File: config.mk
export PLATFORM = sky130hd
export DESIGN_NAME = periph_arbiter
export DESIGN_NICKNAME = d
export VERILOG_FILES = /design/src/rtl/periph_arbiter.sv
export SDC_FILE = /design/constraint.sdc
export NUM_CORES = 1
export LEC_CHECK = 0
export BUFFER_PORTS_ARGS = -buffer_cell sky130_fd_sc_hd__buf_2
export CORE_ASPECT_RATIO = 1.5
export CORE_MARGIN = 2
export CORE_UTILIZATION = 50
export CTS_CLUSTER_SIZE = 20
export DETAILED_ROUTE_END_ITERATION = 10
export GPL_TIMING_DRIVEN = 0
export PLACE_DENSITY = 0.78
export SYNTH_ARGS = -nofsm -noshare
export SYNTH_HDL_FRONTEND = slang
export SYNTH_SLANG_ARGS = --single-unit
File: constraint.sdc
create_clock -name clock -period 3.3 [get_ports clock]
set_clock_uncertainty 0.1 [all_clocks]
set_input_delay 0.33 -clock clock [delete_from_list [all_inputs] [get_ports clock]]
set_output_delay 0.33 -clock clock [all_outputs]
set_load 0.01 [all_outputs]
File: src/rtl/periph_arbiter.sv
// periph_arbiter: shares one peripheral instruction bus between two sequencer
// requesters. Each requester owns a 1-entry holding register. Held commands are
// issued round-robin, and a command whose target device is busy is skipped.
// Optional feature macro: PERIPH_ARBITER_LOCK_EN enables the bus lock FSM
// (UNLOCKED / LOCKED0 / LOCKED1) driven by the per-command lock bit.
module periph_arbiter #(
   parameter int INST_WIDTH = 12,
   parameter int NUM_DEV    = 8
) (
   input  logic                  clock,
   input  logic                  reset,
   input  logic                  req0_valid,
   input  logic [INST_WIDTH-1:0] req0_inst,
   input  logic [2:0]            req0_dev,
   input  logic                  req0_lock,
   output logic                  req0_ready,
   input  logic                  req1_valid,
   input  logic [INST_WIDTH-1:0] req1_inst,
   input  logic [2:0]            req1_dev,
   input  logic                  req1_lock,
   output logic                  req1_ready,
   input  logic [NUM_DEV-1:0]    dev_busy,
   output logic [INST_WIDTH-1:0] oreg,
   output logic [NUM_DEV-1:0]    oreg_wen,
   output logic [1:0]            grant
);

   // Holding registers, one per requester
   logic                  r_hold0Valid;
   logic [INST_WIDTH-1:0] r_hold0Inst;
   logic [2:0]            r_hold0Dev;
   logic                  r_hold1Valid;
   logic [INST_WIDTH-1:0] r_hold1Inst;
   logic [2:0]            r_hold1Dev;

   // Arbitration state and registered bus outputs
   logic                  r_rrPtr;
   logic [INST_WIDTH-1:0] r_oreg;
   logic [NUM_DEV-1:0]    r_oregWen;
   logic [1:0]            r_grant;

   // Combinational arbitration results
   logic                  w_elig0;
   logic                  w_elig1;
   logic                  w_allow0;
   logic                  w_allow1;
   logic                  w_ptrFreeze;
   logic                  w_cand0;
   logic                  w_cand1;
   logic                  w_win0;
   logic                  w_win1;
   logic                  w_issue;
   logic [INST_WIDTH-1:0] w_winInst;
   logic [2:0]            w_winDev;
   logic [NUM_DEV-1:0]    w_winWen;

   // Ready is purely a function of the holding register, never of valid
   assign req0_ready = !r_hold0Valid;
   assign req1_ready = !r_hold1Valid;

   assign oreg     = r_oreg;
   assign oreg_wen = r_oregWen;
   assign grant    = r_grant;

   // A held command is eligible only when its own target device is free
   assign w_elig0 = r_hold0Valid && !dev_busy[r_hold0Dev];
   assign w_elig1 = r_hold1Valid && !dev_busy[r_hold1Dev];

`ifdef PERIPH_ARBITER_LOCK_EN
   typedef enum logic [1:0] {
      UNLOCKED = 2'd0,
      LOCKED0  = 2'd1,
      LOCKED1  = 2'd2
   } lockState_t;

   lockState_t r_lockState;
   lockState_t w_lockNext;
   logic       r_hold0Lock;
   logic       r_hold1Lock;

   // Capture the lock bit alongside the command on acceptance
   always_ff @(posedge clock or negedge reset) begin
      if (!reset) begin
         r_hold0Lock <= 1'b0;
         r_hold1Lock <= 1'b0;
      end else begin
         if (req0_valid && !r_hold0Valid) r_hold0Lock <= req0_lock;
         if (req1_valid && !r_hold1Valid) r_hold1Lock <= req1_lock;
      end
   end

   // Lock state register
   always_ff @(posedge clock or negedge reset) begin
      if (!reset) r_lockState <= UNLOCKED;
      else        r_lockState <= w_lockNext;
   end

   // Every grant re-decides the lock from the winner's held lock bit
   always_comb begin
      w_lockNext = r_lockState;
      if (w_win0)      w_lockNext = r_hold0Lock ? LOCKED0 : UNLOCKED;
      else if (w_win1) w_lockNext = r_hold1Lock ? LOCKED1 : UNLOCKED;
   end

   assign w_allow0    = (r_lockState != LOCKED1);
   assign w_allow1    = (r_lockState != LOCKED0);
   assign w_ptrFreeze = (r_lockState != UNLOCKED);
`else
   logic w_unusedLock;
   assign w_unusedLock = req0_lock | req1_lock;
   assign w_allow0     = 1'b1;
   assign w_allow1     = 1'b1;
   assign w_ptrFreeze  = 1'b0;
`endif

   // Round-robin pick: the pointer only matters when both candidates compete
   always_comb begin
      w_cand0   = w_elig0 && w_allow0;
      w_cand1   = w_elig1 && w_allow1;
      w_win0    = w_cand0 && (!w_cand1 || !r_rrPtr);
      w_win1    = w_cand1 && (!w_cand0 || r_rrPtr);
      w_issue   = w_win0 || w_win1;
      w_winInst = w_win1 ? r_hold1Inst : r_hold0Inst;
      w_winDev  = w_win1 ? r_hold1Dev  : r_hold0Dev;
      w_winWen  = NUM_DEV'(1) << w_winDev;
   end

   // Holding registers fill on handshake and drain when their command issues
   always_ff @(posedge clock or negedge reset) begin
      if (!reset) begin
         r_hold0Valid <= 1'b0;
         r_hold0Inst  <= '0;
         r_hold0Dev   <= '0;
         r_hold1Valid <= 1'b0;
         r_hold1Inst  <= '0;
         r_hold1Dev   <= '0;
      end else begin
         if (req0_valid && !r_hold0Valid) begin
            r_hold0Valid <= 1'b1;
            r_hold0Inst  <= req0_inst;
            r_hold0Dev   <= req0_dev;
         end else if (w_win0) begin
            r_hold0Valid <= 1'b0;
         end
         if (req1_valid && !r_hold1Valid) begin
            r_hold1Valid <= 1'b1;
            r_hold1Inst  <= req1_inst;
            r_hold1Dev   <= req1_dev;
         end else if (w_win1) begin
            r_hold1Valid <= 1'b0;
         end
      end
   end

   // Drive the bus from the winner; oreg holds its value when idle
   always_ff @(posedge clock or negedge reset) begin
      if (!reset) begin
         r_oreg    <= '0;
         r_oregWen <= '0;
         r_grant   <= 2'b00;
         r_rrPtr   <= 1'b0;
      end else begin
         if (w_issue) begin
            r_oreg    <= w_winInst;
            r_oregWen <= w_winWen;
            r_grant   <= {w_win1, w_win0};
            if (!w_ptrFreeze) r_rrPtr <= w_win0;
         end else begin
            r_oregWen <= '0;
            r_grant   <= 2'b00;
         end
      end
   end

endmodule

# Yosys cells after proc, flatten, opt, wreduce, memory -nomap -nowiden
# Cells that the tools add are included.
word_totals:
  reg_bits: 55
  word_cells: 43
  output_inout_bits: 24
op_classes:
  n_mux: 12
  reduce_logical: 18
  n_lt_le_gt_ge: 2
  shift: 1
ops:
  columns: ["cell", "count"]
  rows:
  - ["$mux 12", 1]
  - ["$lt 3x4->1 const B", 2]
  - ["$mux 8", 1]
  - ["$shl 1x3->8 const A", 1]
  - ["$logic_not 1->1", 7]
  - ["$bmux 1 s3", 2]
  - ["$logic_and 1x1->1", 6]
  - ["$mux 1", 6]
  - ["$reduce_bool 2->1", 2]
  - ["$logic_or 1x1->1", 3]
  - ["$mux 3", 1]
  - ["$mux 2", 1]

# Depth between registers and ports, before layout
# Gate-level depths: netlist (run 1).
depth:
  depth_word: 10
  depth_mapped: 8
  mapped_depth_nobuf: 5

# Least setup slack after synthesis (run 1)
# No wires, ideal clock.
synth_path:
  kind: "register to register"
  from: "reg r_hold0Dev[2]"
  to: "reg r_oreg[10], in the netlist oreg[10]"
  stages_incl_launch_ff: 8
  arrival_time_ns: 2.105
  slack_ns: 0.971
  period_less_slack_ns: 2.329
  required_time_ns: 3.076
  path_cell_list: "dfrtp_1 -> mux2_2 -> mux4_2 -> o311a_4 -> buf_6 -> buf_6 -> a22oi_1 -> nand2_1"
synth_between:
  elab_chain_cells: 8
  word_cells_on_any_way: 10
  cone_classes: "3 x mux; 7 x reduce/logical"
synth_rtl:
  columns: ["element", "line", "rtl"]
  rows:
  - ["from (decl)", "31", "logic [2:0] r_hold0Dev;"]
  - ["from (signal assigned)", "141", "r_hold0Dev <= req0_dev;"]
  - ["$bmux 1 s3 (*)", "66", "assign w_elig0 = r_hold0Valid && !dev_busy[r_hold0Dev];"]
  - ["$mux 1 (not written as such) (*)", "66", null]
  - ["$logic_not 1->1 (*)", "66", null]
  - ["$logic_and 1x1->1 (*)", "66", null]
  - ["$logic_not 1->1", "121", "w_win1 = w_cand1 && (!w_cand0 || r_rrPtr);"]
  - ["$logic_or 1x1->1", "121", null]
  - ["$logic_and 1x1->1", "121", null]
  - ["$mux 12 / $logic_or 1x1->1 (equally long branches)", "123, 122", null]
  - ["to (signal assigned)", "164", "r_oreg <= w_winInst;"]
  - ["to (decl)", "38", "logic [INST_WIDTH-1:0] r_oreg;"]
# Mark *: on every way between the ends. The rest lies on a longest branch, timed or not. The select of a mux whose other input is x is not followed.
# A chain may end at the register's enable or synchronous reset.

# Worst setup path in the final report (run 1)
layout_path:
  from: "reg r_hold0Dev[2]"
  to: "reg r_oreg[4], in the netlist oreg[4]"
# The elaborated chain is that of the path after synthesis.

==> results.toml, run 1 <==
[status]
status = "complete, no violations"

[logic_synthesis]
synth_seq_cells = 55
yosysUniqueCellTypes = 20
synth_warnings = 0
yosysTopAreaCell = "dfrtp_1"
synthTopCellsByArea = "dfrtp_1, mux2_2, nand2_1"
syn_avg_cell_area_um2 = 13.0
synth_seq_area_share_pct = 59.3
syn_area_um2 = 2320
postSynthCellCount = 178
yosys.area.top_type_share_pct = 59.3
synth_fp_nets = 222

[critical_path]
cp_slowest_stage_delay_ns = 0.55
path_max_fanout = 10
critPathKind = "reg -> reg"
path_common_cell = "nand2_1"
crit_arrival_ns = 2.66
cp-start-kind = "flip-flop"
cp.required_ns = 3.45
critPathSlowestCell = "mux4_2"
crit_chain = "mux2_1 -> mux4_2 -> a311oi_4 -> buf_2 -> nand2_1 -> nand2_1"
r2r_setup_slack_ns = 0.79
end_kind = "flip-flop"

[routing]
vias = 1605
first_pass_iters = 4
drtIter0Drc = 51
vias_per_cell = 5.37
drc = 0
ant_nets = 0
wl_mm = 4.50
detail_route.wl_per_cell_um = 15.1

[cells_and_area]
syn2layout_area_growth_pct = 21.1
final_common_cell = "buf_2"
final_cell_mix = "buf_2, dfrtp_1, mux2_2"
nFillCells = 380
layout-drive-gt1-share_pct = 45.4
nNetsFinal = 294
antenna_cells = 0

[sta]
hold_violations = 0
tightest_slew_ns = 1.17
period_share_pct = 76.1
finalSetupViolCount = 0
maxClockFrequency_ghz = 0.398
worst_slack_ns = 0.788
timing.slew.headroom_pct = 22.1
final_max_slew_viol_count = 0
tns_ns = 0
min_period_ns = 2.51
rsz0062_at_grt = "no"

[die]
die_h_um = 87.4
fp.dieW_um = 59.6
die_area_um2 = 5210
rows = 30
start_util_pct = 51.5
core-area_um2 = 4500
io_pins = 68

[place]
dp_hpwl_mm = 3.37
dp_slack_ns = 0.783
port_buffers = 65
gp_congestion = 0.830

[clock_network]
cts_root_buffer = "clkbuf_8"
holdBufCountCts = 0
clk_pin_slew_ns = 0.10
cts_made_buffers = 5
clk_latency_ns = 0.30
ctsResizeCount = 0
cts-htree-levels = 2
cts_tree = "built"
cts_buffer_depth = 2
cts.sinks = 55
post-cts-setup-buffers = 0

[power]
power.density_nw_per_um2 = 1030
vdd_ir_drop_max_mv = 0.561
p_total_mw = 2.89
p_leak_nw = 1.38

[grt]
grt_pass1_wl_mm = 7.39
grt_overflow = 0
grt_usage_pct = 19.2
grt_pass1_vias = 1648
antenna_found_initial = 0
grt_start_max_net_pins = 56

[job]
maxCapViolCount = 0

[min_path]
hp-class = "in -> reg"
## area by class of cell
type / instances / area, µm² / area share (%)
buffer: 9 / 51.3 / 1.83
clock buffer: 7 / 96.3 / 3.43
clock inverter: 1 / 7.51 / 0.267
inverter: 4 / 15.0 / 0.534
multi-input combinational: 110 / 878 / 31.3
sequential: 55 / 1380 / 49.0
tap: 48 / 60.1 / 2.14
timing repair buffer: 65 / 325 / 11.6
## critical path: cells and delay by family (launching register included)
family | cells | cell delay, ns
buffers and inverters | 1 | 0.31
multiplexers | 2 | 0.91
flip-flops | 1 | 0.49
AO/OA/AOI/OAI | 1 | 0.48
AND/OR/NAND/NOR | 2 | 0.16
## logic make-up (layout without fill, tap and decap cells)
group | after synthesis | count (layout) | synth area share, %
AOI/OAI and AO/OA | 22 | 22 | 8.79
buffers and inverters | 13 | 86 | 2.86
muxes | 42 | 42 | 21.0
DFF | 55 | 55 | 59.3
and+or+nand+nor | 46 | 46 | 8.09
## path summary, 6_finish.rpt
check | start | end | cells past startpoint
setup / recovery | r_hold0Dev[2] | oreg[4] | 6
hold / removal | req0_inst[7] | r_hold0Inst[7] | 2
setup reg to reg | r_hold0Dev[2] | oreg[4] | 6
hold reg to reg | r_hold0Inst[7] | oreg[7] | 2
max in group asynchronous | reset | r_hold1Inst[1] | 1
min in group asynchronous | reset | r_hold1Dev[1] | 1
## stage by stage
stage / area [µm²] / cells / util (%) / hold WS [ns]
5_1_grt: 2810 / 299 / 62.4 / 0.146
4_1_cts: 2810 / 299 / 62.4 / 0.138
3_3_place_gp: 2710 / 291 / 60.1 / 0.352
2_1_floorplan: 2320 / 178 / - / -0.0656
6_report: 2810 / 299 / 62.4 / 0.150
3_5_place_dp: 2710 / 291 / 60.1 / 0.361
## layer usage
metal	up-vias	part of all wire, %	GRT usage [%]
li1	762	-	-
met3	11	4.9	4.61
met4	0	2.3	8.89
met5	-	0	0
met2	51	54	33.7
met1	781	39	21.5
## sequential cells by signal, summed over array words and instances, names as in the netlist
register / flops
oreg: 12
r_hold0Inst: 12
r_hold1Inst: 12
oreg_wen: 8
r_hold0Dev: 3
r_hold1Dev: 3
grant: 2
r_hold0Valid: 1
r_hold1Valid: 1
r_rrPtr: 1
## cell usage after synthesis
cell type,number
a22oi_1,12
dfrtp_1,55
mux2i_1,7
buf_2,2
mux2_1,2
inv_1,4
a311oi_4,1
clkbuf_1,5
nand2_1,30
buf_6,2
mux4_2,2
nor2b_1,6
o21bai_1,2
a2bb2oi_1,1
a22oi_2,2
mux2_2,31
nor2_1,10
o31ai_1,1
o21ai_0,2
o311a_4,1
## report_power, final
part / leakage, nW / internal (mW) / switching, mW / total (mW)
combinational: 0.657 / 0.619 / 0.646 / 1.26
clock: 0.0505 / 0.191 / 0.207 / 0.398
sequential: 0.673 / 1.01 / 0.218 / 1.22
Power figures use the tool's default switching activity.
==> run 2: changes to the inputs <==
- clock period: 3.3 -> 2.34 ns (I/O delays scaled with it)
==> run 2 against run 1 <==
The flow now finishes with violations (negative setup slack). Global-route usage up 1.3 points. Via count up 3.4%. Hold slack worse by 0.10 ns. Utilization up 5.0 points. Sequential cell count unchanged. Non-clock buffer count up 11. Count of clock-buffer cells in the layout unchanged. Clock power up 42%. Register-to-register slack worse by 0.84 ns. Cell count up 3.7%. Sequential power up 45%. Total power up 64%.
==> results.toml, run 2 (synthesis gave the netlist of run 1 again) <==
[status]
status = "complete, but fails checks"
violations = "negative setup slack"

[die]
start_util_pct = 51.5
die_area_um2 = 5210
fp.dieW_um = 59.6
io_pins = 68
die_h_um = 87.4
rows = 30
core-area_um2 = 4500

[clock_network]
holdBufCountCts = 0
cts.sinks = 55
cts_buffer_depth = 2
clk_pin_slew_ns = 0.09
cts-htree-levels = 2
cts_root_buffer = "clkbuf_8"
clk_latency_ns = 0.31
cts_tree = "built"
cts_made_buffers = 5

[sta]
rsz0062_at_grt = "yes"
final_max_slew_viol_count = 0
fin_hold_ws_ns = 0.0494
timing.slew.headroom_pct = 21.6
tightest_slew_ns = 1.18
worst_slack_ns = -0.0558
period_share_pct = 102
min_period_ns = 2.40
finalSetupViolCount = 20
hold_violations = 0
maxClockFrequency_ghz = 0.417

[grt]
antenna_found_initial = 0
grt_pass1_wl_mm = 7.82
grt_usage_pct = 20.5
grt_overflow = 0
grt_start_max_net_pins = 56
grt_pass1_vias = 1697

[power]
p_leak_nw = 1.47
p_total_mw = 4.73
vdd_ir_drop_max_mv = 0.751
power.density_nw_per_um2 = 1560

[place]
dp_hpwl_mm = 3.37
gp_congestion = 0.830
place_inst = 291
port_buffers = 65

[min_path]
holdPathStages = 3
hp-start = "req0_dev[2]"
hp-class = "in -> reg"
hold_end = "r_hold0Dev[2]"

[routing]
vias_per_cell = 5.35
first_pass_iters = 4
detail_route.wl_per_cell_um = 15.9
ant_nets = 0
drc = 0
wl_mm = 4.93
vias = 1660
drtIter0Drc = 48

[cells_and_area]
nFillCells = 346
syn2layout_area_growth_pct = 30.8
layout-drive-gt1-share_pct = 54.6
antenna_cells = 0
final_common_cell = "buf_2"
nNetsFinal = 305
final_cell_mix = "buf_2, dfrtp_1, mux2_2, nand2_1, a22oi_2"
final_cells = 310

[critical_path]
end_kind = "flip-flop"
cp-start-kind = "flip-flop"
crit_arrival_ns = 2.49
r2r-end = "oreg_wen[0]"
r2r_setup_slack_ns = -0.06
reg2reg_from = "r_hold0Dev[2]"
cp.required_ns = 2.43
worst-r2r-cell-count = 6
path_max_fanout = 5
critPathKind = "reg -> reg"

[job]
maxCapViolCount = 0
run 2: changes by cell type in the layout (fill, tap and decap cells not counted), moves of 2 or more:
| cell | previous run | this run |
|---|---|---|
| a22oi_1 | 12 | 0 |
| a22oi_2 | 2 | 14 |
| buf_4 | 0 | 9 |
| buf_8 | 0 | 2 |
| mux2_4 | 0 | 2 |
| mux2i_1 | 7 | 4 |
| mux2i_2 | 0 | 3 |
run 2: power breakdown:
part / switching [mW] / leakage [nW] / internal, mW / total, mW
Clock: 0.295 / 0.0505 / 0.270 / 0.565
Combinational: 1.09 / 0.750 / 1.31 / 2.40
Sequential: 0.347 / 0.672 / 1.42 / 1.77
run 2: through the flow:
step | TNS (ns) | instance area [µm²] | setup slack, ns | util [%]
after detailed placement | -2.18 | 2710 | -0.177 | 60.1
after floorplan | 0 | 2320 | 0.0109 | -
after global routing | -1.76 | 3040 | -0.117 | 67.4
after CTS | -0.198 | 3010 | -0.0244 | 66.9
after global placement | -1.70 | 2710 | -0.128 | 60.1
final | -0.613 | 3040 | -0.0558 | 67.4
run 2: worst max path at each step:
stage,slack (ns),start,end,cells past startpoint
2_1_floorplan,0.01,r_hold0Dev[2],oreg[10],7
3_3_place_gp,-0.13,r_hold0Dev[2],r_hold0Valid,5
3_5_place_dp,-0.18,r_hold0Dev[2],oreg[4],6
4_1_cts,-0.02,r_hold0Dev[2],oreg_wen[1],6
5_1_grt,-0.12,r_hold0Dev[2],oreg[3],7
6_report,-0.06,r_hold0Dev[2],oreg_wen[0],6
run 2: layout make-up:
cell class                      instances  area (µm²)  area share, %
Multi-Input combinational cell        110         957           31.5
Inverter                                4        15.0          0.495
Timing Repair Buffer                   76         457           15.0
Clock inverter                          1        7.51          0.247
Clock buffer                            7        96.3           3.17
Tap cell                               48        60.1           1.98
Sequential cell                        55        1380           45.4
Buffer                                  9        65.1           2.14
run 2: metal layers:
metal	global-route usage, %	share of wire (%)	vias up
met1	23.0	39	822
met3	4.31	4.2	7
met4	6.67	1.3	0
met5	0	0	-
li1	-	-	782
met2	37.6	55	49
run 2: repair_timing:
| action | CTS | global route |
|---|---|---|
| gates cloned | 2 | 0 |
| setup endpoints to repair | 22 | 21 |
| setup buffers | 7 | 2 |
| resized for setup | 23 | 2 |
| pin swaps | 2 | 2 |
run 2: worst max-delay path, cell delays in order (launching register included):
cell and delay [ns]:
dfrtp_2 0.47, mux2_4 0.32, mux4_2 0.50, o311a_4 0.36, bufbuf_16 0.28, mux2i_2 0.18, nor2_1 0.07
